[src/rtl/alu_pkg.sv]
// Shared types and helpers for the ALU datapath comparators.
package alu_pkg;

    typedef struct packed {
        logic gt;
        logic eq;
        logic lt;
    } cmp_flags_t;

    localparam logic CMP_UNSIGNED = 1'b0;
    localparam logic CMP_SIGNED   = 1'b1;

    // Node count at a given level of the reduction tree; an odd node is carried up unchanged.
    function automatic int cmp_level_count(input int size, input int lvl);
        int c;
        c = size;
        for (int k = 0; k < lvl; k++) begin
            c = (c + 1) / 2;
        end
        return c;
    endfunction

endpackage

[src/rtl/cmp_merge.sv]
// Merges a more-significant (hi) and less-significant (lo) compare pair into one.
module cmp_merge (
    input  logic i_gt_hi,
    input  logic i_eq_hi,
    input  logic i_gt_lo,
    input  logic i_eq_lo,
    output logic o_gt,
    output logic o_eq
);

    assign o_gt = i_gt_hi | (i_eq_hi & i_gt_lo);
    assign o_eq = i_eq_hi & i_eq_lo;

endmodule

[src/rtl/magnitude_comparator.sv]
// Registered SIZE-bit magnitude comparator with unsigned and two's-complement modes.
// Flags come from a log-depth tree of cmp_merge nodes.
module magnitude_comparator
    import alu_pkg::*;
#(
    parameter int SIZE = 4
) (
    input  logic            clk,
    input  logic            rst_n,
    input  logic            in_valid,
    input  logic            signed_cmp,
    input  logic [SIZE-1:0] a,
    input  logic [SIZE-1:0] b,
    output logic            out_valid,
    output logic            is_a_greater,
    output logic            equal,
    output logic            is_a_less
);

    localparam int LEVELS = $clog2(SIZE);

    logic            w_signed;
    logic [SIZE-1:0] w_leaf_gt;
    logic [SIZE-1:0] w_leaf_eq;
    logic            w_root_gt;
    logic            w_root_eq;
    cmp_flags_t      w_flags;
    cmp_flags_t      r_flags;
    logic            r_valid;

    assign w_signed = (signed_cmp == CMP_SIGNED);

    // In signed mode the sign bit inverts the sense of "greater" at the MSB only.
    for (genvar i = 0; i < SIZE; i++) begin : g_leaf
        if (i == SIZE - 1) begin : g_msb
            assign w_leaf_gt[i] = w_signed ? (~a[i] & b[i]) : (a[i] & ~b[i]);
        end else begin : g_bit
            assign w_leaf_gt[i] = a[i] & ~b[i];
        end
        assign w_leaf_eq[i] = ~(a[i] ^ b[i]);
    end

    for (genvar l = 1; l <= LEVELS; l++) begin : g_lvl
        localparam int PCNT = cmp_level_count(SIZE, l - 1);
        localparam int CNT  = cmp_level_count(SIZE, l);

        logic [PCNT-1:0] w_prev_gt;
        logic [PCNT-1:0] w_prev_eq;
        logic [CNT-1:0]  w_gt_l;
        logic [CNT-1:0]  w_eq_l;

        if (l == 1) begin : g_from_leaf
            assign w_prev_gt = w_leaf_gt;
            assign w_prev_eq = w_leaf_eq;
        end else begin : g_from_lvl
            assign w_prev_gt = g_lvl[l-1].w_gt_l;
            assign w_prev_eq = g_lvl[l-1].w_eq_l;
        end

        for (genvar n = 0; n < CNT; n++) begin : g_node
            if (2 * n + 1 < PCNT) begin : g_pair
                cmp_merge u_merge (
                    .i_gt_hi (w_prev_gt[2*n+1]),
                    .i_eq_hi (w_prev_eq[2*n+1]),
                    .i_gt_lo (w_prev_gt[2*n]),
                    .i_eq_lo (w_prev_eq[2*n]),
                    .o_gt    (w_gt_l[n]),
                    .o_eq    (w_eq_l[n])
                );
            end else begin : g_pass
                assign w_gt_l[n] = w_prev_gt[2*n];
                assign w_eq_l[n] = w_prev_eq[2*n];
            end
        end
    end

    if (LEVELS == 0) begin : g_root_leaf
        assign w_root_gt = w_leaf_gt[0];
        assign w_root_eq = w_leaf_eq[0];
    end else begin : g_root_tree
        assign w_root_gt = g_lvl[LEVELS].w_gt_l[0];
        assign w_root_eq = g_lvl[LEVELS].w_eq_l[0];
    end

    assign w_flags = {w_root_gt, w_root_eq, ~w_root_gt & ~w_root_eq};

    // Flags only load on a valid sample, so idle-cycle operand garbage never reaches them.
    always_ff @(posedge clk or negedge rst_n) begin
        if (!rst_n) begin
            r_valid <= 1'b0;
            r_flags <= '0;
        end else begin
            r_valid <= in_valid;
            if (in_valid) begin
                r_flags <= w_flags;
            end
        end
    end

    assign out_valid    = r_valid;
    assign is_a_greater = r_flags.gt;
    assign equal        = r_flags.eq;
    assign is_a_less    = r_flags.lt;

endmodule

[config.mk]
export PLATFORM = sky130hd
export DESIGN_NAME = magnitude_comparator
export DESIGN_NICKNAME = d
export VERILOG_FILES = /design/src/rtl/alu_pkg.sv /design/src/rtl/cmp_merge.sv /design/src/rtl/magnitude_comparator.sv
export SDC_FILE = /design/constraint.sdc
export NUM_CORES = 1
export LEC_CHECK = 0
export BUFFER_PORTS_ARGS = -buffer_cell sky130_fd_sc_hd__buf_2
export CAP_MARGIN = 20
export CORE_AREA = 2 2 39 41
export DETAILED_ROUTE_END_ITERATION = 6
export DIE_AREA = 0 0 41 43
export PLACE_DENSITY = 0.51
export SYNTH_ARGS = -nofsm -noshare
export SYNTH_HDL_FRONTEND = slang
export SYNTH_SLANG_ARGS = --single-unit
[constraint.sdc]
create_clock -name clk -period 0.8 [get_ports clk]
set_input_delay 0.12 -clock clk [delete_from_list [all_inputs] [get_ports clk]]
set_output_delay 0.12 -clock clk [all_outputs]
set_load 0.01 [all_outputs]
==> flow_summary.yaml, run 1 <==
status:
  status: "finished, violations left"
  violations: "setup timing"
floorplan:
  die_area_mm2: 0.001763
  coreArea_mm2: 0.001384
  die_y_um: 43
  die_x_um: 41
  pin_count: 16
  rows: 14
  start_util: 0.1854
timing:
  final_hold_viol_count: 0
  max_freq_ghz: 1.161
  grt_setup_unrepaired: "yes"
  finalCritPeriodShare: 1.077
  worst_slack_ns: -0.06134
  slew-limit-headroom: 0.8577
  slew_viol_final: 0
  fin_worst_skew_ns: 0
  period_needed_ns: 0.8613
  worst_pin_slew_ns: 0.2125
  finalSetupViolations: 5
cts:
  cts_tree: "yes"
  path_clk_slew_ns: 0.04
  cts_sinks: 4
  root_buffer: "clkbuf_4"
  cts_buffers: 3
  htree_levels: 1
  clockBufferDepth: 2
  clkLatencyLatePin_ns: 0.23
place:
  placed_area_um2: 432.9
  gp_congestion: 0.6422
  io_buffers: 15
  dpl.hpwl_um: 458.3
  dp.cells: 57
drt:
  routed_wl_um: 538
  drt_pass1_iterations: 1
  drt_iter0_drc: 0
  avgViaCountPerCell: 3.903
  drcViolationCount: 0
  vias: 242
  wl_per_cell_um: 8.677
  ant_nets: 0
critical_path:
  critical_path.cell_chain: "buf_2"
  cp-end-kind: "output pin"
  cp_num_buf_inv: 1
  crit_slowest_cell: "dfrtp_1"
  slowest_delay_ns: 0.37
  critical_path_class: "flop to output pin"
  crit_required_ns: 0.68
  crit_fanout: 2
  worstPathArrival_ns: 0.74
  path_delay_family: "flip-flops"
  worst_setup_path_start_kind: "flop"
power_and_ir_drop:
  p_per_area_mw_per_mm2: 1399
  ir_drop_mv: 0.3936
  leakage_nw: 0.2439
yosys:
  ys_types: 10
  yosysTopAreaCellShare: 0.3902
  synth_cells: 26
  synth_xor_xnor_area_share: 0
  synth_fp_nets: 43
  synthSimpleGateAreaFrac: 0.07317
  syn_area_um2: 256.5
  ys_ff_latch: 4
  synth_area_leader_cell: "dfrtp_1"
  yosysWarnings: 0
  synth_area_leaders: "dfrtp_1 39%, ha_1 24%, inv_1 8.8%"
  netlist_top_cells_count: "6 x inv_1, 5 x ha_1, 4 x dfrtp_1, 4 x nand2_1, 2 x mux2_2"
  synth_seq_area_share: 0.3902
  yosysMostFrequentCell: "inv_1"
  ys.flop_type: "dfrtp_1"
  async_flop_share: 1.000
  synth-adder-area-share: 0.2439
  synth_edf_count: 0
  synth_compound_area_frac: 0.07805
  synth_mux_area_frac: 0.1268
  synth_top_family_by_area: "adder cells"
  syn_area_per_cell_um2: 9.865
flow_run:
  drv_cap: 0
global_routing:
  use_met1: 0.09150
  met3_usage: 0.03141
  track_usage: 0.09183
  grt_max_degree: 5
  met2_usage: 0.1406
  busiest_layer: "met2"
  grt_overflow: 0
  grt_antenna_before_repair: 0
  grt_pass1_vias: 266
  grt_pass1_wl_mm: 1.035
cells_and_area:
  layout.cells.non_filler: 62
  fin_area_um2: 491.7
  diodes: 0
  final_net_count: 65
  syn_to_final_growth_pct: 91.71
  drive_gt1_frac: 0.6957
worst_hold_path:
  hp-class: "input port to flop"
==> final cells by class <==
| cell class | instances | area [µm²] |
|---|---|---|
| fill | 146 | 892.1 |
| multi-input combinational | 16 | 200.2 |
| timing repair buffer | 17 | 108.9 |
| sequential | 4 | 100.1 |
| inverter | 6 | 40.04 |
| clock buffer | 3 | 22.52 |
| tap | 16 | 20.02 |
==> registers in the layout, indices dropped and copies added (netlist names) <==
register	flops
equal	1
is_a_greater	1
is_a_less	1
out_valid	1
==> what timing repair did <==
action                                  CTS  global route
endpoints found under the hold margin     4             0
gates resized for setup                   6             0
hold buffers                              1             0
endpoints found under the setup margin    6             6
setup buffers                             1             0
pin swaps                                 3             0
==> logic make-up (layout without fill, tap and decap cells) <==
kind of cell             count (synthesis)  after routing
AO/OA/AOI/OAI                            3              3
adder cells (fa/ha/maj)                  5              5
AND/OR/NAND/NOR                          5              5
multiplexers                             3              3
buffers and inverters                    6             26
flip-flops                               4              4
==> worst paths after layout <==
path,end,from,slack (ns),cells after the start
max,is_a_greater,is_a_greater,-0.06,1
min,out_valid,in_valid,0.08,1
max reg2reg,is_a_greater,is_a_greater,0.04,1
min reg2reg,equal,equal,0.50,1
max in group asynchronous,equal,rst_n,0.44,2
min in group asynchronous,is_a_less,rst_n,0.24,2
==> power by group <==
part | switching (W) | internal [W]
clock | 0.0000724 | 0.000167
combinational | 0.0000939 | 0.000119
sequential | 0.00000999 | 0.000226
==> placed cells by master (no fill, tap or decap) <==
| cell type | instances |
|---|---|
| nand2_1 | 3 |
| nor2_1 | 1 |
| o211ai_1 | 1 |
| mux2_4 | 2 |
| buf_4 | 1 |
| buf_6 | 1 |
| inv_4 | 2 |
| o31ai_1 | 1 |
| nand2_2 | 1 |
| dlygate4sd3_1 | 1 |
| inv_1 | 2 |
| buf_8 | 1 |
| inv_12 | 1 |
| dfrtp_1 | 4 |
| a21oi_2 | 1 |
| clkbuf_4 | 3 |
| ha_2 | 1 |
| inv_2 | 1 |
| buf_2 | 13 |
| ha_4 | 4 |
| mux2i_1 | 1 |
==> through the flow <==
| step | setup TNS, ns | worst slack (ns) | utilization | power, W | hold slack (ns) |
|---|---|---|---|---|---|
| finish | -0.2219 | -0.06134 | 0.3553 | 0.0006878 | 0.07574 |
| global route | -0.4289 | -0.09632 | 0.3553 | 0.0007490 | 0.05826 |
| CTS | -0.2764 | -0.07745 | 0.3553 | 0.0007056 | 0.06302 |
| floorplan | -0.2854 | -0.1639 | - | 0.0003463 | -0.1756 |
| global placement | -0.9622 | -0.3876 | 0.3128 | 0.0004283 | -0.07456 |
| detailed placement | -0.9739 | -0.3953 | 0.3128 | 0.0004322 | -0.07433 |
==> metal layers <==
metal / vias up / wire [µm]
met3: 0 / 22
met4: 0 / 0
met1: 110 / 198
met5: - / 0
met2: 6 / 317
li1: 126 / -
Note: power is estimated with default switching activity, not from simulation.
==> run 2: changes to the inputs <==
--- a/config.mk
+++ b/config.mk
@@ -10,7 +10,8 @@
 export CORE_AREA = 2 2 39 41
 export DETAILED_ROUTE_END_ITERATION = 6
 export DIE_AREA = 0 0 41 43
-export PLACE_DENSITY = 0.51
+export PLACE_DENSITY = 0.53
 export SYNTH_ARGS = -nofsm -noshare
 export SYNTH_HDL_FRONTEND = slang
+export SYNTH_HIERARCHICAL = 1
 export SYNTH_SLANG_ARGS = --single-unit
==> constraint.sdc (replaced) <==
create_clock -name clk -period 0.8 [get_ports clk]
set_input_delay 0.12 -clock clk [delete_from_list [all_inputs] [get_ports clk]]
set_output_delay 0.12 -clock clk [all_outputs]
set_load 0.05 [all_outputs]
==> run 2 against run 1 <==
Compared with the run above:
- the flow still finishes with violations (setup timing)
- routed wire length up 16%
- clock skew unchanged
- register-to-register slack worse by 0.03 ns
- critical path type is now input port to flop
- largest power group is now combinational cells
==> flow_summary.yaml, run 2 <==
place:
  place_ws_ns: -0.6350
  gp_congestion: 0.6149
  dpl.hpwl_um: 431.9
  io_buffers: 15
yosys:
  yosysTopAreaCellShare: 0.3636
  syn_area_per_cell_um2: 11.01
  async_flop_share: 1.000
  netlist_top_cells_count: "5 x ha_1, 5 x inv_1, 4 x dfrtp_1, 4 x mux2_2"
  yosysWarnings: 6
  synth_area_leaders: "dfrtp_1 36%, ha_1 23%, mux2_2 16%"
  ys.flop_type: "dfrtp_1"
  synth_fp_nets: 42
  synth_area_leader_cell: "dfrtp_1"
  synth_edf_count: 0
  synth_cells: 25
  ys_types: 7
  ys_ff_latch: 4
  synth_seq_area_share: 0.3636
  syn_area_um2: 275.3
timing:
  final_hold_viol_count: 0
  slew_viol_final: 0
  finalCritPeriodShare: 1.342
  worst_pin_slew_ns: 0.1147
  max_freq_ghz: 0.9312
  whs_ns: 0.08004
  worst_slack_ns: -0.2739
  grt_setup_unrepaired: "yes"
  slew-limit-headroom: 0.9235
  finalSetupViolations: 7
  period_needed_ns: 1.074
  fin_worst_skew_ns: 0
cts:
  cts_sinks: 4
  htree_levels: 1
  path_clk_slew_ns: 0.04
  clockBufferDepth: 2
  root_buffer: "clkbuf_4"
  clkLatencyLatePin_ns: 0.23
  cts_buffers: 3
  cts_tree: "yes"
  cts_setup_buffers: 0
power_and_ir_drop:
  power_frac_clock: 0.288
  power_switching_w: 0.0002679
  pwr-share-seq: 0.293
  p_per_area_mw_per_mm2: 1509
  p_int_w: 0.0005744
  leakage_nw: 0.2820
  comb_power_share: 0.419
  ir_drop_mv: 0.6306
  swShare: 0.3180
floorplan:
  die_x_um: 41
  coreArea_mm2: 0.001384
  die_y_um: 43
  die_area_mm2: 0.001763
  start_util: 0.1989
  pin_count: 16
  rows: 14
status:
  violations: "setup timing"
  status: "finished, violations left"
flow_run:
  drv_cap: 0
critical_path:
  slowest_delay_ns: 0.25
  crit_slowest_cell: "mux2_4"
  path_delay_family: "multiplexers"
  cp-startpoint: "b[3]"
  critical_path.cell_chain: "buf_12 > inv_12 > ha_4 > mux2_4 > a21o_1 > a21o_1 > mux2_4"
  critical_path_class: "input port to flop"
  r2r-start: "is_a_less"
  cp-end-kind: "flop"
  r2r_end: "is_a_less"
  rr_worst_depth: 1
  cp_num_buf_inv: 2
  ff2ff_setup_slack_ns: 0.01
  worst_setup_path_start_kind: "input port"
  crit_fanout: 2
  crit_required_ns: 0.91
  worstPathArrival_ns: 1.19
worst_hold_path:
  hold_path_end: "out_valid"
  hold_path.startpoint: "in_valid"
  whs_path_depth: 1
  hp-class: "input port to flop"
drt:
  drt_iter0_drc: 1
  drt_pass1_iterations: 2
  wl_per_cell_um: 10.37
  vias: 250
  ant_nets: 0
  routed_wl_um: 622
  drcViolationCount: 0
  avgViaCountPerCell: 4.167
cells_and_area:
  final_net_count: 63
  diodes: 0
  drive_gt1_frac: 0.7955
  final_cell_mix: "8 x buf_2, 5 x ha_4, 5 x buf_6"
  num-fill-cells: 140
  final_common_cell: "buf_2"
  syn_to_final_growth_pct: 102.7
global_routing:
  grt_antenna_before_repair: 0
  grt_pass1_wl_mm: 1.055
  grt_overflow: 0
  grt_max_degree: 5
  track_usage: 0.09183
  grt_pass1_vias: 283
[run 2: changes by cell type in the layout (fill, tap and decap cells not counted), sizes merged, moves of 2 or more]
| cell | delta |
|---|---|
| and2 | +3 |
| a21o | +3 |
| mux2 | +2 |
| nand2 | -4 |
[run 2: cell type report]
type	count	area, µm²	share of cell area
tap	16	20.02	0.03587
clock buffer	3	22.52	0.04036
timing repair buffer	16	141.4	0.2534
sequential	4	100.1	0.1794
inverter	5	36.28	0.06502
multi-input combinational	16	237.7	0.4260
[run 2: kinds of logic after synthesis]
group	Yosys count	share of synthesized area
simple gates	4	0.09544
buf+inv	5	0.06819
compound gates	3	0.08181
mux	4	0.1636
fa+ha+maj	5	0.2273
flops	4	0.3637
[run 2: through the flow]
step	utilization	instance area, µm²	power (W)	setup TNS, ns	std cells
2_1_floorplan	-	325.3	0.0004257	-0.9343	25
3_3_place_gp	0.3038	420.4	0.0005078	-1.634	56
3_5_place_dp	0.3038	420.4	0.0005095	-1.649	56
4_1_cts	0.3969	549.3	0.0008481	-0.9795	60
5_1_grt	0.4033	558.0	0.0008884	-1.106	60
6_report	0.4033	558.0	0.0008423	-0.9251	60
[run 2: power groups by stage]
stage	registers (W)	logic (W)	clock network, W
2_1_floorplan	0.000329	0.0000963	0
3_3_place_gp	0.000240	0.000267	0
3_5_place_dp	0.000242	0.000268	0
4_1_cts	0.000247	0.000350	0.000251
5_1_grt	0.000249	0.000379	0.000261
6_report	0.000247	0.000353	0.000242
[run 2: how the worst max path moves through the flow]
stage | cells past startpoint | endpoint | slack [ns]
2_1_floorplan | 6 | is_a_greater | -0.38
3_3_place_gp | 7 | is_a_greater | -0.63
3_5_place_dp | 7 | is_a_greater | -0.64
4_1_cts | 7 | is_a_greater | -0.28
5_1_grt | 7 | is_a_greater | -0.30
6_report | 7 | is_a_greater | -0.27
[run 2: per-layer routing]
layer	global-route usage	share of wire	up-vias
met3	0.03141	0.027	0
met5	0	0	-
met2	0.1656	0.64	4
li1	-	-	119
met4	0.04000	0	0
met1	0.08497	0.33	127
[run 2: timing repair]
item,CTS,global route
endpoints found under the hold margin,4,0
pin swaps,6,4
endpoints found under the setup margin,7,7
gates resized for setup,24,2
hold buffers,1,0
==> run 3: changes to the inputs <==
--- a/config.mk
+++ b/config.mk
@@ -5,12 +5,13 @@
 export SDC_FILE = /design/constraint.sdc
 export NUM_CORES = 1
 export LEC_CHECK = 0
+export ABC_AREA = 1
 export BUFFER_PORTS_ARGS = -buffer_cell sky130_fd_sc_hd__buf_2
 export CAP_MARGIN = 20
 export CORE_AREA = 2 2 39 41
 export DETAILED_ROUTE_END_ITERATION = 6
 export DIE_AREA = 0 0 41 43
-export PLACE_DENSITY = 0.53
+export PLACE_DENSITY = 0.54
 export SYNTH_ARGS = -nofsm -noshare
 export SYNTH_HDL_FRONTEND = slang
 export SYNTH_HIERARCHICAL = 1
==> run 3 against run 2 <==
Compared with the run above:
- the flow still finishes with violations (setup timing)
- highest routed layer unchanged
- via count is 21% higher
- largest power group unchanged
- design area is 4.5% lower
- maximum frequency is 18% higher
==> flow_summary.yaml, run 3 <==
flow_run:
  drv_cap: 0
cells_and_area:
  num-fill-cells: 151
  final_cell_mix: "18 x nand2_1, 9 x buf_2, 6 x inv_1"
  final_common_cell: "nand2_1"
  final_net_count: 81
  syn_to_final_growth_pct: 82.83
  utilization: 0.3852
  fin_area_um2: 533.0
  diodes: 0
  drive_gt1_frac: 0.5397
critical_path:
  cp-end-kind: "output pin"
  worstPathArrival_ns: 0.79
  rr_worst_depth: 2
  ff2ff_setup_slack_ns: 0.17
  path_delay_family: "flip-flops"
  critical_path.cell_chain: "buf_6"
  r2r-start: "equal"
  critical_path_class: "flop to output pin"
  crit_slowest_cell: "dfrtp_2"
  r2r_end: "equal"
  cp_num_buf_inv: 1
  crit_required_ns: 0.68
  worst_setup_path_start_kind: "flop"
  crit_fanout: 2
  slowest_delay_ns: 0.40
cts:
  clkLatencyLatePin_ns: 0.23
  clockBufferDepth: 2
  cts_buffers: 3
  htree_levels: 1
  cts_sinks: 4
  cts_tree: "yes"
  root_buffer: "clkbuf_4"
  path_clk_slew_ns: 0.04
yosys:
  yosysMostFrequentCell: "nand2_1"
  synth_area_leaders: "dfrtp_1 34%, nand2_1 24%, ha_1 21%"
  syn_area_um2: 291.5
  synth_edf_count: 0
  async_flop_share: 1.000
  yosysTopAreaCellShare: 0.3433
  yosysWarnings: 6
  ys.flop_type: "dfrtp_1"
  synth_fp_nets: 60
  synth_seq_area_share: 0.3433
  synth_area_leader_cell: "dfrtp_1"
  synth_cells: 43
  ys_types: 7
  ys_ff_latch: 4
  syn_area_per_cell_um2: 6.780
  netlist_top_cells_count: "19 x nand2_1, 12 x inv_1, 5 x ha_1, 4 x dfrtp_1"
worst_hold_path:
  whs_path_depth: 1
  hold_path.startpoint: "in_valid"
  hp-class: "input port to flop"
  hold_path_end: "out_valid"
drt:
  wl_per_cell_um: 6.975
  drt_iter0_drc: 4
  avgViaCountPerCell: 3.823
  ant_nets: 0
  drcViolationCount: 0
  routed_wl_um: 551
  vias: 302
  drt_pass1_iterations: 4
global_routing:
  grt_pass1_wl_um: 938
  grt_antenna_before_repair: 0
  grt_overflow: 0
  track_usage: 0.07847
  grt_max_degree: 6
  grt_pass1_vias: 277
place:
  gp_congestion: 0.5545
  dpl.hpwl_um: 440.3
  placed_area_um2: 435.4
  io_buffers: 15
floorplan:
  start_util: 0.2107
  coreArea_mm2: 0.001384
  die_x_um: 41
  die_y_um: 43
  rows: 14
  die_area_mm2: 0.001763
  pin_count: 16
timing:
  slew_viol_final: 0
  whs_ns: 0.06628
  grt_setup_unrepaired: "yes"
  period_needed_ns: 0.9069
  worst_pin_slew_ns: 0.1063
  worst_slack_ns: -0.1069
  final_hold_viol_count: 0
  fin_worst_skew_ns: 0
  finalSetupViolations: 4
  max_freq_ghz: 1.103
  finalCritPeriodShare: 1.134
  slew-limit-headroom: 0.9286
status:
  violations: "setup timing"
  status: "finished, violations left"
power_and_ir_drop:
  p_per_area_mw_per_mm2: 1499
  p_total_w: 0.0007988
  leakage_nw: 0.2950
  ir_drop_mv: 0.5072
-- run 3: cell types whose count changed in the layout (fill, tap and decap cells not counted), sizes merged --
cell / delta
o21ai: +1
clkbuf: +1
a21o: -3
mux2: -4
and2: -3
inv: +8
nand2: +19
-- run 3: cell type report --
cell class                 count  area (µm²)  share of cell area
sequential                     4       103.9              0.1948
timing repair buffer          16       126.4              0.2371
tap                           16       20.02             0.03756
clock buffer                   4       26.28             0.04930
multi-input combinational     26       197.7              0.3709
inverter                      13       58.81              0.1103
-- run 3: how the worst max path moves through the flow --
stage / endpoint / depth (start not counted) / slack, ns / from
6_report: equal / 1 / -0.11 / equal
5_1_grt: is_a_less / 1 / -0.14 / is_a_less
3_5_place_dp: is_a_less / 12 / -0.24 / b[3]
4_1_cts: is_a_less / 1 / -0.11 / is_a_less
2_1_floorplan: is_a_less / 11 / -0.03 / b[3]
3_3_place_gp: is_a_less / 12 / -0.23 / b[3]
-- run 3: stage by stage --
stage / TNS, ns / instances / worst slack [ns]
global placement: -0.5126 / 74 / -0.2335
global route: -0.5423 / 79 / -0.1400
finish: -0.3905 / 79 / -0.1069
CTS: -0.3994 / 79 / -0.1105
detailed placement: -0.5296 / 74 / -0.2439
floorplan: -0.03136 / 43 / -0.03136
-- run 3: per-layer routing --
layer | share of wire | routed length (µm) | vias to the layer above | track usage
li1 | - | - | 161 | -
met3 | 0.067 | 37 | 0 | 0.01571
met1 | 0.43 | 235 | 131 | 0.07443
met5 | 0 | 0 | - | 0
met2 | 0.51 | 279 | 10 | 0.1344
met4 | 0 | 0 | 0 | 0.06000
-- run 3: cells by family after synthesis --
kind of cell               synth area share
AOI/OAI and AO/OA                   0.01715
adders and majority gates            0.2146
buffers and inverters                0.1674
DFF                                  0.3434
and+or+nand+nor                      0.2575
-- run 3: report_power, final --
group / switching (W) / internal [W]
Combinational: 0.000163 / 0.000118
Sequential: 0.0000132 / 0.000227
Clock: 0.0000902 / 0.000188
Total: 0.000266 / 0.000533
-- run 3: repair_timing --
action / in CTS / in global routing
hold buffers: 1 / 0
pin swaps: 4 / 5
resized for setup: 12 / 9
setup buffers: 0 / 0
endpoints found under the setup margin: 5 / 5
endpoints found under the hold margin: 4 / 0
